## config.mk

```make
export PLATFORM = sky130hd
export DESIGN_NAME = ft_host_framer_flat
export DESIGN_NICKNAME = d
export VERILOG_FILES = /design/src/rtl/ft_host_framer_if.sv /design/src/rtl/ft_host_framer.sv /design/src/flat_wrapper.sv
export SDC_FILE = /design/constraint.sdc
export NUM_CORES = 1
export LEC_CHECK = 0
export ABC_AREA = 1
export BUFFER_PORTS_ARGS = -buffer_cell sky130_fd_sc_hd__buf_2
export CORE_AREA = 4 4 164 166
export DETAILED_ROUTE_END_ITERATION = 12
export DIE_AREA = 0 0 168 170
export GPL_ROUTABILITY_DRIVEN = 0
export PLACE_DENSITY_LB_ADDON = 0.1
export SETUP_SLACK_MARGIN = 0.05
export SKIP_CTS_REPAIR_TIMING = 1
export SLEW_MARGIN = 10
export SYNTH_ARGS = -nofsm -noshare
export SYNTH_HDL_FRONTEND = slang
export SYNTH_SLANG_ARGS = --single-unit
```

## constraint.sdc

```tcl
create_clock -name clk -period 1.8 [get_ports clk]
set_input_delay 0.09 -clock clk [delete_from_list [all_inputs] [get_ports clk]]
set_output_delay 0.09 -clock clk [all_outputs]
set_load 0.01 [all_outputs]
```

## src/rtl/ft_host_framer_if.sv

```systemverilog
// Bundle of the command, write-payload, byte-stream and response signals of
// the FT245 host framer; clk and rst stay outside as plain ports.
interface ft_host_framer_if;
  // Every valid/ready pair transfers on a rising edge where both are high.
  // A source holds its payload stable while valid is high and ready is low,
  // and valid never waits on ready. The two exceptions are wr_ready, a
  // one-cycle take pulse, and rx_ready, which stays high out of reset.
  logic        cmd_valid;
  logic        cmd_ready;
  logic [3:0]  cmd_flags;
  logic [3:0]  cmd_code;
  logic [23:0] cmd_count;
  logic [31:0] cmd_address;
  logic [31:0] wr_data;
  logic        wr_valid;
  logic        wr_ready;
  logic [7:0]  tx_byte;
  logic        tx_valid;
  logic        tx_ready;
  logic [7:0]  rx_byte;
  logic        rx_valid;
  logic        rx_ready;
  logic [7:0]  rsp_status;
  logic [23:0] rsp_count;
  logic [31:0] rsp_address;
  logic [31:0] rsp_data;
  logic        rsp_data_valid;
  logic        rsp_done;
  logic        rsp_bad;
  logic [15:0] sync_drop;

  modport master (
    output cmd_valid, cmd_flags, cmd_code, cmd_count, cmd_address,
    output wr_data, wr_valid, tx_ready, rx_byte, rx_valid,
    input  cmd_ready, wr_ready, tx_byte, tx_valid, rx_ready,
    input  rsp_status, rsp_count, rsp_address, rsp_data,
    input  rsp_data_valid, rsp_done, rsp_bad, sync_drop
  );

  modport slave (
    input  cmd_valid, cmd_flags, cmd_code, cmd_count, cmd_address,
    input  wr_data, wr_valid, tx_ready, rx_byte, rx_valid,
    output cmd_ready, wr_ready, tx_byte, tx_valid, rx_ready,
    output rsp_status, rsp_count, rsp_address, rsp_data,
    output rsp_data_valid, rsp_done, rsp_bad, sync_drop
  );
endinterface

```

## src/rtl/ft_host_framer.sv

```systemverilog
// Host-side FT245 sync-FIFO framer: serialises 0xCD command frames and
// parses 0xDC response frames. The TX and RX paths run independently.
module ft_host_framer #(
  parameter logic [7:0] CMD_ID = 8'hCD,
  parameter logic [7:0] RSP_ID = 8'hDC
) (
  input  logic              clk,
  input  logic              rst,
  ft_host_framer_if.slave   bus,
  output logic [2:0]        dbg_tx_state_o,
  output logic [1:0]        dbg_rx_state_o
);

  typedef enum logic [2:0] {TX_IDLE, TX_ID, TX_CMD, TX_ADDR, TX_DATA} tx_state_e;
  typedef enum logic [1:0] {RX_HUNT, RX_STATUS, RX_ADDR, RX_DATA} rx_state_e;

  localparam logic [3:0] CODE_WRITE = 4'd1;
  localparam logic [3:0] CODE_READ  = 4'd2;

  function automatic logic [7:0] pick_byte(input logic [31:0] w, input logic [1:0] idx);
    logic [7:0] b;
    case (idx)
      2'd0:    b = w[31:24];
      2'd1:    b = w[23:16];
      2'd2:    b = w[15:8];
      default: b = w[7:0];
    endcase
    return b;
  endfunction

  // Goes high one cycle after reset release; gates both ready outputs.
  logic alive_q;

  always_ff @(posedge clk or negedge rst) begin
    if (!rst) alive_q <= 1'b0;
    else      alive_q <= 1'b1;
  end

  // ---------------------------------------------------------------- TX path
  tx_state_e   tx_state_q, tx_state_d;
  logic [1:0]  tx_idx_q, tx_idx_d;
  logic [31:0] cmd_dw_q, cmd_dw_d;
  logic [31:0] cmd_addr_q, cmd_addr_d;
  logic [31:0] wr_word_q, wr_word_d;
  logic        word_full_q, word_full_d;
  logic [23:0] tx_left_q, tx_left_d;

  logic        cmd_ready_c;
  logic        wr_ready_c;
  logic        tx_valid_c;
  logic [7:0]  tx_byte_c;
  logic [3:0]  cur_code;

  assign cur_code = cmd_dw_q[27:24];

  always_ff @(posedge clk or negedge rst) begin
    if (!rst) begin
      tx_state_q  <= TX_IDLE;
      tx_idx_q    <= 2'd0;
      cmd_dw_q    <= 32'd0;
      cmd_addr_q  <= 32'd0;
      wr_word_q   <= 32'd0;
      word_full_q <= 1'b0;
      tx_left_q   <= 24'd0;
    end else begin
      tx_state_q  <= tx_state_d;
      tx_idx_q    <= tx_idx_d;
      cmd_dw_q    <= cmd_dw_d;
      cmd_addr_q  <= cmd_addr_d;
      wr_word_q   <= wr_word_d;
      word_full_q <= word_full_d;
      tx_left_q   <= tx_left_d;
    end
  end

  always_comb begin
    tx_state_d  = tx_state_q;
    tx_idx_d    = tx_idx_q;
    cmd_dw_d    = cmd_dw_q;
    cmd_addr_d  = cmd_addr_q;
    wr_word_d   = wr_word_q;
    word_full_d = word_full_q;
    tx_left_d   = tx_left_q;
    cmd_ready_c = 1'b0;
    wr_ready_c  = 1'b0;
    tx_valid_c  = 1'b0;
    tx_byte_c   = 8'h00;
    case (tx_state_q)
      TX_IDLE: begin
        cmd_ready_c = alive_q;
        if (bus.cmd_valid && alive_q) begin
          cmd_dw_d   = {bus.cmd_flags, bus.cmd_code, bus.cmd_count};
          cmd_addr_d = bus.cmd_address;
          tx_left_d  = (bus.cmd_count == 24'd0) ? 24'd1 : bus.cmd_count;
          tx_idx_d   = 2'd0;
          tx_state_d = TX_ID;
        end
      end
      TX_ID: begin
        tx_valid_c = 1'b1;
        tx_byte_c  = CMD_ID;
        if (bus.tx_ready) begin
          tx_idx_d   = 2'd0;
          tx_state_d = TX_CMD;
        end
      end
      TX_CMD: begin
        tx_valid_c = 1'b1;
        tx_byte_c  = pick_byte(cmd_dw_q, tx_idx_q);
        if (bus.tx_ready) begin
          tx_idx_d = tx_idx_q + 2'd1;
          if (tx_idx_q == 2'd3) begin
            if (cur_code == CODE_WRITE || cur_code == CODE_READ) tx_state_d = TX_ADDR;
            else                                                 tx_state_d = TX_IDLE;
          end
        end
      end
      TX_ADDR: begin
        tx_valid_c = 1'b1;
        tx_byte_c  = pick_byte(cmd_addr_q, tx_idx_q);
        if (bus.tx_ready) begin
          tx_idx_d = tx_idx_q + 2'd1;
          if (tx_idx_q == 2'd3) begin
            word_full_d = 1'b0;
            tx_state_d  = (cur_code == CODE_WRITE) ? TX_DATA : TX_IDLE;
          end
        end
      end
      TX_DATA: begin
        // At a word boundary the stream stalls (tx_valid low) until a payload word is taken.
        if (!word_full_q) begin
          wr_ready_c = bus.wr_valid;
          if (bus.wr_valid) begin
            wr_word_d   = bus.wr_data;
            word_full_d = 1'b1;
          end
        end else begin
          tx_valid_c = 1'b1;
          tx_byte_c  = pick_byte(wr_word_q, tx_idx_q);
          if (bus.tx_ready) begin
            tx_idx_d = tx_idx_q + 2'd1;
            if (tx_idx_q == 2'd3) begin
              word_full_d = 1'b0;
              if (tx_left_q == 24'd1) tx_state_d = TX_IDLE;
              else                    tx_left_d  = tx_left_q - 24'd1;
            end
          end
        end
      end
      default: tx_state_d = TX_IDLE;
    endcase
  end

  assign bus.cmd_ready = cmd_ready_c;
  assign bus.wr_ready  = wr_ready_c;
  assign bus.tx_valid  = tx_valid_c;
  assign bus.tx_byte   = tx_byte_c;

  // ---------------------------------------------------------------- RX path
  rx_state_e   rx_state_q, rx_state_d;
  logic [1:0]  rx_idx_q, rx_idx_d;
  logic [23:0] rx_shift_q, rx_shift_d;
  logic [23:0] rx_left_q, rx_left_d;
  logic [7:0]  rsp_status_q, rsp_status_d;
  logic [23:0] rsp_count_q, rsp_count_d;
  logic [31:0] rsp_address_q, rsp_address_d;
  logic [31:0] rsp_data_q, rsp_data_d;
  logic        rsp_data_valid_q, rsp_data_valid_d;
  logic        rsp_done_q, rsp_done_d;
  logic        rsp_bad_q, rsp_bad_d;
  logic [15:0] sync_drop_q, sync_drop_d;
  logic [31:0] rx_word;

  // The word completed by the byte arriving this cycle.
  assign rx_word = {rx_shift_q, bus.rx_byte};

  always_ff @(posedge clk or negedge rst) begin
    if (!rst) begin
      rx_state_q       <= RX_HUNT;
      rx_idx_q         <= 2'd0;
      rx_shift_q       <= 24'd0;
      rx_left_q        <= 24'd0;
      rsp_status_q     <= 8'd0;
      rsp_count_q      <= 24'd0;
      rsp_address_q    <= 32'd0;
      rsp_data_q       <= 32'd0;
      rsp_data_valid_q <= 1'b0;
      rsp_done_q       <= 1'b0;
      rsp_bad_q        <= 1'b0;
      sync_drop_q      <= 16'd0;
    end else begin
      rx_state_q       <= rx_state_d;
      rx_idx_q         <= rx_idx_d;
      rx_shift_q       <= rx_shift_d;
      rx_left_q        <= rx_left_d;
      rsp_status_q     <= rsp_status_d;
      rsp_count_q      <= rsp_count_d;
      rsp_address_q    <= rsp_address_d;
      rsp_data_q       <= rsp_data_d;
      rsp_data_valid_q <= rsp_data_valid_d;
      rsp_done_q       <= rsp_done_d;
      rsp_bad_q        <= rsp_bad_d;
      sync_drop_q      <= sync_drop_d;
    end
  end

  always_comb begin
    rx_state_d       = rx_state_q;
    rx_idx_d         = rx_idx_q;
    rx_shift_d       = rx_shift_q;
    rx_left_d        = rx_left_q;
    rsp_status_d     = rsp_status_q;
    rsp_count_d      = rsp_count_q;
    rsp_address_d    = rsp_address_q;
    rsp_data_d       = rsp_data_q;
    rsp_data_valid_d = 1'b0;
    rsp_done_d       = 1'b0;
    rsp_bad_d        = 1'b0;
    sync_drop_d      = sync_drop_q;
    if (bus.rx_valid && alive_q) begin
      rx_shift_d = rx_word[23:0];
      case (rx_state_q)
        RX_HUNT: begin
          if (bus.rx_byte == RSP_ID) begin
            rx_idx_d   = 2'd0;
            rx_state_d = RX_STATUS;
          end else if (sync_drop_q != 16'hFFFF) begin
            sync_drop_d = sync_drop_q + 16'd1;
          end
        end
        RX_STATUS: begin
          rx_idx_d = rx_idx_q + 2'd1;
          if (rx_idx_q == 2'd3) begin
            rsp_status_d = rx_word[31:24];
            rsp_count_d  = rx_word[23:0];
            case (rx_word[27:24])
              4'hF, 4'hC: begin
                rsp_done_d = 1'b1;
                rx_state_d = RX_HUNT;
              end
              4'hE: begin
                rx_left_d  = 24'd1;
                rx_state_d = RX_ADDR;
              end
              4'hD: begin
                rx_left_d  = (rx_word[23:0] == 24'd0) ? 24'd1 : rx_word[23:0];
                rx_state_d = RX_ADDR;
              end
              default: begin
                rsp_bad_d  = 1'b1;
                rsp_done_d = 1'b1;
                rx_state_d = RX_HUNT;
              end
            endcase
          end
        end
        RX_ADDR: begin
          rx_idx_d = rx_idx_q + 2'd1;
          if (rx_idx_q == 2'd3) begin
            rsp_address_d = rx_word;
            rx_state_d    = RX_DATA;
          end
        end
        RX_DATA: begin
          rx_idx_d = rx_idx_q + 2'd1;
          if (rx_idx_q == 2'd3) begin
            rsp_data_d       = rx_word;
            rsp_data_valid_d = 1'b1;
            if (rx_left_q == 24'd1) begin
              rsp_done_d = 1'b1;
              rx_state_d = RX_HUNT;
            end else begin
              rx_left_d = rx_left_q - 24'd1;
            end
          end
        end
        default: rx_state_d = RX_HUNT;
      endcase
    end
  end

  assign bus.rx_ready       = alive_q;
  assign bus.rsp_status     = rsp_status_q;
  assign bus.rsp_count      = rsp_count_q;
  assign bus.rsp_address    = rsp_address_q;
  assign bus.rsp_data       = rsp_data_q;
  assign bus.rsp_data_valid = rsp_data_valid_q;
  assign bus.rsp_done       = rsp_done_q;
  assign bus.rsp_bad        = rsp_bad_q;
  assign bus.sync_drop      = sync_drop_q;

  assign dbg_tx_state_o = tx_state_q;
  assign dbg_rx_state_o = rx_state_q;

endmodule

```

## src/flat_wrapper.sv

```systemverilog
// flat-port wrapper written by rule: the top's interface ports become plain ports
module ft_host_framer_flat 
#(
  parameter logic [7:0] CMD_ID = 8'hCD,
  parameter logic [7:0] RSP_ID = 8'hDC
)
  (clk, rst, dbg_tx_state_o, dbg_rx_state_o, bus_cmd_valid, bus_cmd_flags, bus_cmd_code, bus_cmd_count, bus_cmd_address, bus_wr_data, bus_wr_valid, bus_tx_ready, bus_rx_byte, bus_rx_valid, bus_cmd_ready, bus_wr_ready, bus_tx_byte, bus_tx_valid, bus_rx_ready, bus_rsp_status, bus_rsp_count, bus_rsp_address, bus_rsp_data, bus_rsp_data_valid, bus_rsp_done, bus_rsp_bad, bus_sync_drop);
  ft_host_framer_if bus_i ();
  input  logic clk;
  input  logic rst;
  output logic [2:0] dbg_tx_state_o;
  output logic [1:0] dbg_rx_state_o;
  input wire logic [$bits(bus_i.cmd_valid)-1:0] bus_cmd_valid;
  input wire logic [$bits(bus_i.cmd_flags)-1:0] bus_cmd_flags;
  input wire logic [$bits(bus_i.cmd_code)-1:0] bus_cmd_code;
  input wire logic [$bits(bus_i.cmd_count)-1:0] bus_cmd_count;
  input wire logic [$bits(bus_i.cmd_address)-1:0] bus_cmd_address;
  input wire logic [$bits(bus_i.wr_data)-1:0] bus_wr_data;
  input wire logic [$bits(bus_i.wr_valid)-1:0] bus_wr_valid;
  input wire logic [$bits(bus_i.tx_ready)-1:0] bus_tx_ready;
  input wire logic [$bits(bus_i.rx_byte)-1:0] bus_rx_byte;
  input wire logic [$bits(bus_i.rx_valid)-1:0] bus_rx_valid;
  output wire logic [$bits(bus_i.cmd_ready)-1:0] bus_cmd_ready;
  output wire logic [$bits(bus_i.wr_ready)-1:0] bus_wr_ready;
  output wire logic [$bits(bus_i.tx_byte)-1:0] bus_tx_byte;
  output wire logic [$bits(bus_i.tx_valid)-1:0] bus_tx_valid;
  output wire logic [$bits(bus_i.rx_ready)-1:0] bus_rx_ready;
  output wire logic [$bits(bus_i.rsp_status)-1:0] bus_rsp_status;
  output wire logic [$bits(bus_i.rsp_count)-1:0] bus_rsp_count;
  output wire logic [$bits(bus_i.rsp_address)-1:0] bus_rsp_address;
  output wire logic [$bits(bus_i.rsp_data)-1:0] bus_rsp_data;
  output wire logic [$bits(bus_i.rsp_data_valid)-1:0] bus_rsp_data_valid;
  output wire logic [$bits(bus_i.rsp_done)-1:0] bus_rsp_done;
  output wire logic [$bits(bus_i.rsp_bad)-1:0] bus_rsp_bad;
  output wire logic [$bits(bus_i.sync_drop)-1:0] bus_sync_drop;
  assign bus_i.cmd_valid = bus_cmd_valid;
  assign bus_i.cmd_flags = bus_cmd_flags;
  assign bus_i.cmd_code = bus_cmd_code;
  assign bus_i.cmd_count = bus_cmd_count;
  assign bus_i.cmd_address = bus_cmd_address;
  assign bus_i.wr_data = bus_wr_data;
  assign bus_i.wr_valid = bus_wr_valid;
  assign bus_i.tx_ready = bus_tx_ready;
  assign bus_i.rx_byte = bus_rx_byte;
  assign bus_i.rx_valid = bus_rx_valid;
  assign bus_cmd_ready = bus_i.cmd_ready;
  assign bus_wr_ready = bus_i.wr_ready;
  assign bus_tx_byte = bus_i.tx_byte;
  assign bus_tx_valid = bus_i.tx_valid;
  assign bus_rx_ready = bus_i.rx_ready;
  assign bus_rsp_status = bus_i.rsp_status;
  assign bus_rsp_count = bus_i.rsp_count;
  assign bus_rsp_address = bus_i.rsp_address;
  assign bus_rsp_data = bus_i.rsp_data;
  assign bus_rsp_data_valid = bus_i.rsp_data_valid;
  assign bus_rsp_done = bus_i.rsp_done;
  assign bus_rsp_bad = bus_i.rsp_bad;
  assign bus_sync_drop = bus_i.sync_drop;
  ft_host_framer #(.CMD_ID(CMD_ID), .RSP_ID(RSP_ID)) u_core (.clk(clk), .rst(rst), .bus(bus_i), .dbg_tx_state_o(dbg_tx_state_o), .dbg_rx_state_o(dbg_rx_state_o));
endmodule
```

[Word level (Yosys, flattened, before mapping)]
Cells that the tools add are included.
Operators by class
  add/subtract/negate cells: 5
  equal/unequal tests: 39
  multiplexer cells: 70
  bitwise logic cells: 2
  reduce and logical (&&, ||, !) cells: 30
Operators by type and width (number)
  $mux W24: 10
  $pmux W24 S2: 3
  $pmux W8 S3: 3
  $eq A24 B1 Y1 const B: 2
  $logic_not A24 Y1: 2
  $sub A24 B1 Y24 const B: 2
  $mux W3: 11
  $pmux W8 S4: 1
  $mux W2: 12
  $mux W1: 22
  $ne A2 B1 Y1 const B: 11
  $reduce_and A6 Y1: 3
  $add A16 B1 Y16 const B: 1
  $eq A4 B4 Y1 const B: 4
  $ne A16 B16 Y1 const B: 1
  $pmux W2 S4: 2
  $pmux W3 S5: 1
  $reduce_and A3 Y1: 5
  $ne A2 B2 Y1 const B: 6
  $eq A2 B2 Y1 const B: 5
  $reduce_and A10 Y1: 1
  $eq A8 B8 Y1 const B: 1
  $mux W8: 1
  $reduce_and A4 Y1: 2
  21 further kinds: 34
Word-level totals
  flip-flop bits (word level): 294
  bits of input ports: 110
  output and inout bits: 132
  logic and storage cells: 166

[Depth between registers and ports, before layout]
  depth in word-level cells: 6
  depth in mapped cells: 12
  depth with buffers taken out: 11

[Least setup slack after synthesis]
Ideal clock, no wire load.
  path kind: flip-flop to flip-flop
  start point: reg u_core.tx_state_q[0], in the netlist u_core.dbg_tx_state_o[0]
  end point: reg u_core.cmd_addr_q[31]
  setup time: 0.125 ns
  arrival time: 1.512 ns
  data required time: 1.675 ns
  setup slack: 0.163 ns
  cell stages (with the launch flop): 8
  path buffers: 1
  clock period less this slack: 1.637 ns
  cells stage by stage: dfrtp_1 nor2_4 inv_2 nor2_2 inv_2 nor2_4 buf_4 mux2_2
Between the ends
  cells in the longest elaborated chain, start to end: 2
RTL lines
  start: declaration: line ft_host_framer.sv:40  | tx_state_e tx_state_q, tx_state_d;
  start signal: assignment: line ft_host_framer.sv:66  | tx_state_q <= tx_state_d;
  $logic_not A3 Y1: line ft_host_framer.sv:88  | case (tx_state_q)
  $reduce_and A2 Y1 (no line)
  end signal: assignment: line ft_host_framer.sv:69  | cmd_addr_q <= cmd_addr_d;
  end: declaration: line ft_host_framer.sv:43  | logic [31:0] cmd_addr_q, cmd_addr_d;
No other way between the ends.
A chain may end at the register's enable or synchronous reset.

[Worst setup path in the final report]
  start point: reg u_core.tx_idx_q[0]
  end point: out bus_tx_byte[5]
Between the ends
  cells in the longest elaborated chain, start to end: 4
  elaborated cells on any way between the ends: 8
  classes of those cells: eq/ne (2); mux (5); reduce/logical (1)
RTL lines
  start: declaration: line ft_host_framer.sv:41  | logic [1:0] tx_idx_q, tx_idx_d;
  start signal: assignment: line ft_host_framer.sv:67  | tx_idx_q <= tx_idx_d;
  $eq A2 B2 Y1 (tied with other cells): line ft_host_framer.sv:22  | case (idx)
  $pmux W8 S3: line ft_host_framer.sv:22
  $mux W8: line ft_host_framer.sv:131  | if (!word_full_q) begin
  $pmux W8 S4 *: line ft_host_framer.sv:88
  end: declaration: line flat_wrapper.sv:25  | output wire logic [$bits(bus_i.tx_byte)-1:0] bus_tx_byte;
Mark *: on every way between the ends. The rest lies on a longest branch, timed or not.

==> run_results.csv <==
group,metric,value,unit
route,vias,13900,
critical_path,critPathLaunchType,"register",
synthesis,ys_seq_area_frac,0.521,
clock_network,clk_pin_slew,0.06,ns
placed_design,dp_slack,-0.191,ns
timing,hold_viol,4,
die,fp.dieW,168,um
route,post_drt_wl_per_cell,18.2,um
critical_path,cp_common_cell,"inv_4",
global_routing,grt_overflow_total,0,
die,initial_core_util,0.551,
finish,final_util,0.752,
flow_run,max_cap_viol_count,0,
finish,drive_gt1_frac,0.257,
run_status,status,"finished with violations",
finish,multi_input_area,6380,um2
synthesis,synth_nets,1848,
clock_network,cts_root_buffer,"clkbuf_16",
finish,fin_nets,2268,
clock_network,clk_path_buf_depth,3,
placed_design,placed_area,16200,um2
timing,fin_crit_sh,1.29,
clock_network,htree_levels,1,
route,wirelength,45700,um
critical_path,critPathMaxStageDelay,0.48,ns
clock_network,cts_tree,"yes",
timing,tightest_slew,0.499,ns
critical_path,cp.arrival,2.23,ns
die,core_area,25600,um2
finish,mostFrequentLayoutCells,"578 x nand2_1, 288 x dfrtp_1, 239 x buf_2",
timing,drv_slew,0,
finish,nFillCells,1781,
timing,grt_setup_unrepaired,"true",
placed_design,dp_hpwl,28900,um
timing,relSlewSlack,0.666,
route,wl_met3,3510,um
clock_network,clk_latency,0.56,ns
pwr,power_density,1320,nW/um2
pwr,finalPower,25400,uW
route,wl_met1,17800,um
placed_design,dp.cells,2318,
synthesis,syn_inst,1728,
critical_path,crit_type,"register to output port",
placed_design,place.port_buffers,241,
die,rows,59,
clock_network,cts_buffers,31,
synthesis,yosys_warnings,0,
global_routing,grt_use_total,0.273,
finish,instances_no_fill,2507,
global_routing,grt_max_degree,66,
clock_network,cts.sinks,294,
finish,area_growth,36.3,%
synthesis,synthDistinctLibCells,48,
timing,hold-worst-slack,-0.0191,ns
synthesis,async_reset_ff_frac,1.00,
die,die-area,28600,um2
global_routing,grt_pass1_vias,12300,
timing,finClkSkew,0.0153,ns
synthesis,ys_seq_elements,294,
finish,ff_latch_area,7360,um2
timing,setup_viol,33,
route,drt-pass1-iter-count,6,
synthesis,syn_avg_cell_area,8.17,um2
critical_path,slowest_stage,"dfrtp_2",
route,top_layer,"met4",
critical_path,crit_chain,"inv_4 > ha_4 > inv_4 > buf_4 > o21ai_1 > o221ai_1 > nand3_1 > buf_2",
critical_path,end_kind,"output port",
critical_path,cp_max_fo,4,
synthesis,netlist_area,14100,um2
critical_path,required,1.71,ns
synthesis,synth_top_flop_cell,"dfrtp_1",
die,pin_count,242,
finish,final_area,19300,um2
route,route.detailed.drc,0,
timing,setup_ws,-0.523,ns
pwr,p_leak,0.00974,uW
timing,max_freq,430,MHz
global_routing,antenna_found_initial,1,
min_path,hp-class,"input port to register",
route,ant_nets,0,
route,viasPerCell,5.55,
run_status,violations,"hold timing, setup timing",
synthesis,synth_edf_count,0,
route,wl_met2,22600,um
timing,post-route-min-period,2.32,ns
finish,final_common_cell,"nand2_1",
global_routing,grt_first_pass_wirelength,64000,um
route,first_iter_violations,1420,
pwr,ir_drop,0.00110,V
die,die_h,170,um
## Yosys cell counts, drive strengths merged, types with 2 or more instances
cell type  count  area [um2]
clkbuf        35         131
dfrtp        294        7360
o22ai          2        12.5
mux2i          5        50.1
nand2        597        2270
a21boi         2        15.0
nor2         149         609
nor3          10        50.1
mux2          38         428
o221ai        12         105
xnor2          7        61.3
a31o           3        26.3
nand3         74         375
buf           33         218
nand4         25         163
a22oi          3        22.5
a31oi         10        62.6
inv          132         500
or2            3        18.8
nand3b         5        37.5
a21oi         37         193
ha            10         125
xor2          15         131
o21ai        217        1090
## area by class of cell
class,instances,share of cell area
well taps,335,0.0218
clock buffers,44,0.0470
repair buffers,453,0.179
diodes,2,0.000260
multi-input cells,1233,0.332
inverters,133,0.0283
clock inverters,11,0.00838
flip-flops and latches,294,0.383
repair inverters,2,0.000845
## power breakdown
| group | internal [uW] | switching [uW] |
|---|---|---|
| registers | 8400 | 1400 |
| clock network | 4040 | 2630 |
| logic | 3800 | 5150 |
## registers in the layout, summed over array words and instances (netlist names), named ones only
name	flops
u_core.bus.rsp_done	1
u_core.dbg_rx_state_o	1
u_core.bus.rsp_status	8
u_core.tx_left_q	24
u_core.cmd_dw_q	32
u_core.bus.rsp_count	24
u_core.bus.rx_ready	1
u_core.bus.rsp_data	32
u_core.bus.rsp_address	32
u_core.tx_idx_q	2
u_core.bus.rsp_data_valid	1
u_core.cmd_addr_q	32
u_core.dbg_tx_state_o	3
u_core.rx_left_q	24
u_core.bus.sync_drop	16
u_core.rx_idx_q	2
u_core.wr_word_q	32
u_core.rx_shift_q	24
u_core.word_full_q	1
u_core.bus.rsp_bad	1
## routing by layer
metal	track usage	vias to the layer above
met2	0.454	648
met5	0	-
met4	0.0829	0
met1	0.371	6679
li1	-	6439
met3	0.0502	143
## path summary, 6_finish.rpt
kind                                                               end                                    from  depth (start not counted)  slack, ns
worst max-delay path                                    bus_tx_byte[5]          u_core.tx_idx_q[0]$_DFFE_PN0P_                          8      -0.52
min in group asynchronous             u_core.tx_left_q[11]$_DFFE_PN0P_                                     rst                          2       0.04
worst min register to register  u_core.bus.rsp_address[12]$_DFFE_PN0P_  u_core.bus.rsp_address[12]$_DFFE_PN0P_                          2       0.48
worst max register to register       u_core.cmd_addr_q[17]$_DFFE_PN0P_    u_core.dbg_tx_state_o[1]$_DFFE_PN0P_                         11      -0.04
max in group asynchronous             u_core.rx_shift_q[0]$_DFFE_PN0P_                                     rst                          3       1.03
worst min-delay path             u_core.bus.rsp_address[2]$_DFFE_PN0P_                          bus_rx_byte[2]                          3      -0.02
## logic make-up (layout without fill, tap and decap cells)
logic type | after synthesis | count (layout) | share of synthesized area
other | 1 | 3 | 0.000266
multiplexers | 43 | 43 | 0.0338
buffers and inverters | 201 | 643 | 0.0604
adder cells (fa/ha/maj) | 10 | 10 | 0.00886
XOR/XNOR | 22 | 22 | 0.0136
flip-flops | 294 | 294 | 0.521
AO/OA/AOI/OAI | 292 | 292 | 0.111
AND/OR/NAND/NOR | 865 | 865 | 0.251
## critical path: cells and delay by family, from the launching register on
kind | cells | cell delay, ns
flops | 1 | 0.48
buf+inv | 4 | 0.44
compound gates | 2 | 0.36
fa+ha+maj | 1 | 0.19
simple gates | 1 | 0.18
## stage by stage
step           hold WS (ns)  TNS (ns)
3_3_place_gp         0.0423     -1.59
6_report            -0.0191     -4.14
5_1_grt              0.0209     -6.96
2_1_floorplan        -0.206         0
4_1_cts              -0.542     -6.61
3_5_place_dp         0.0438     -1.80
No activity file was read; power rests on OpenSTA's default activity.
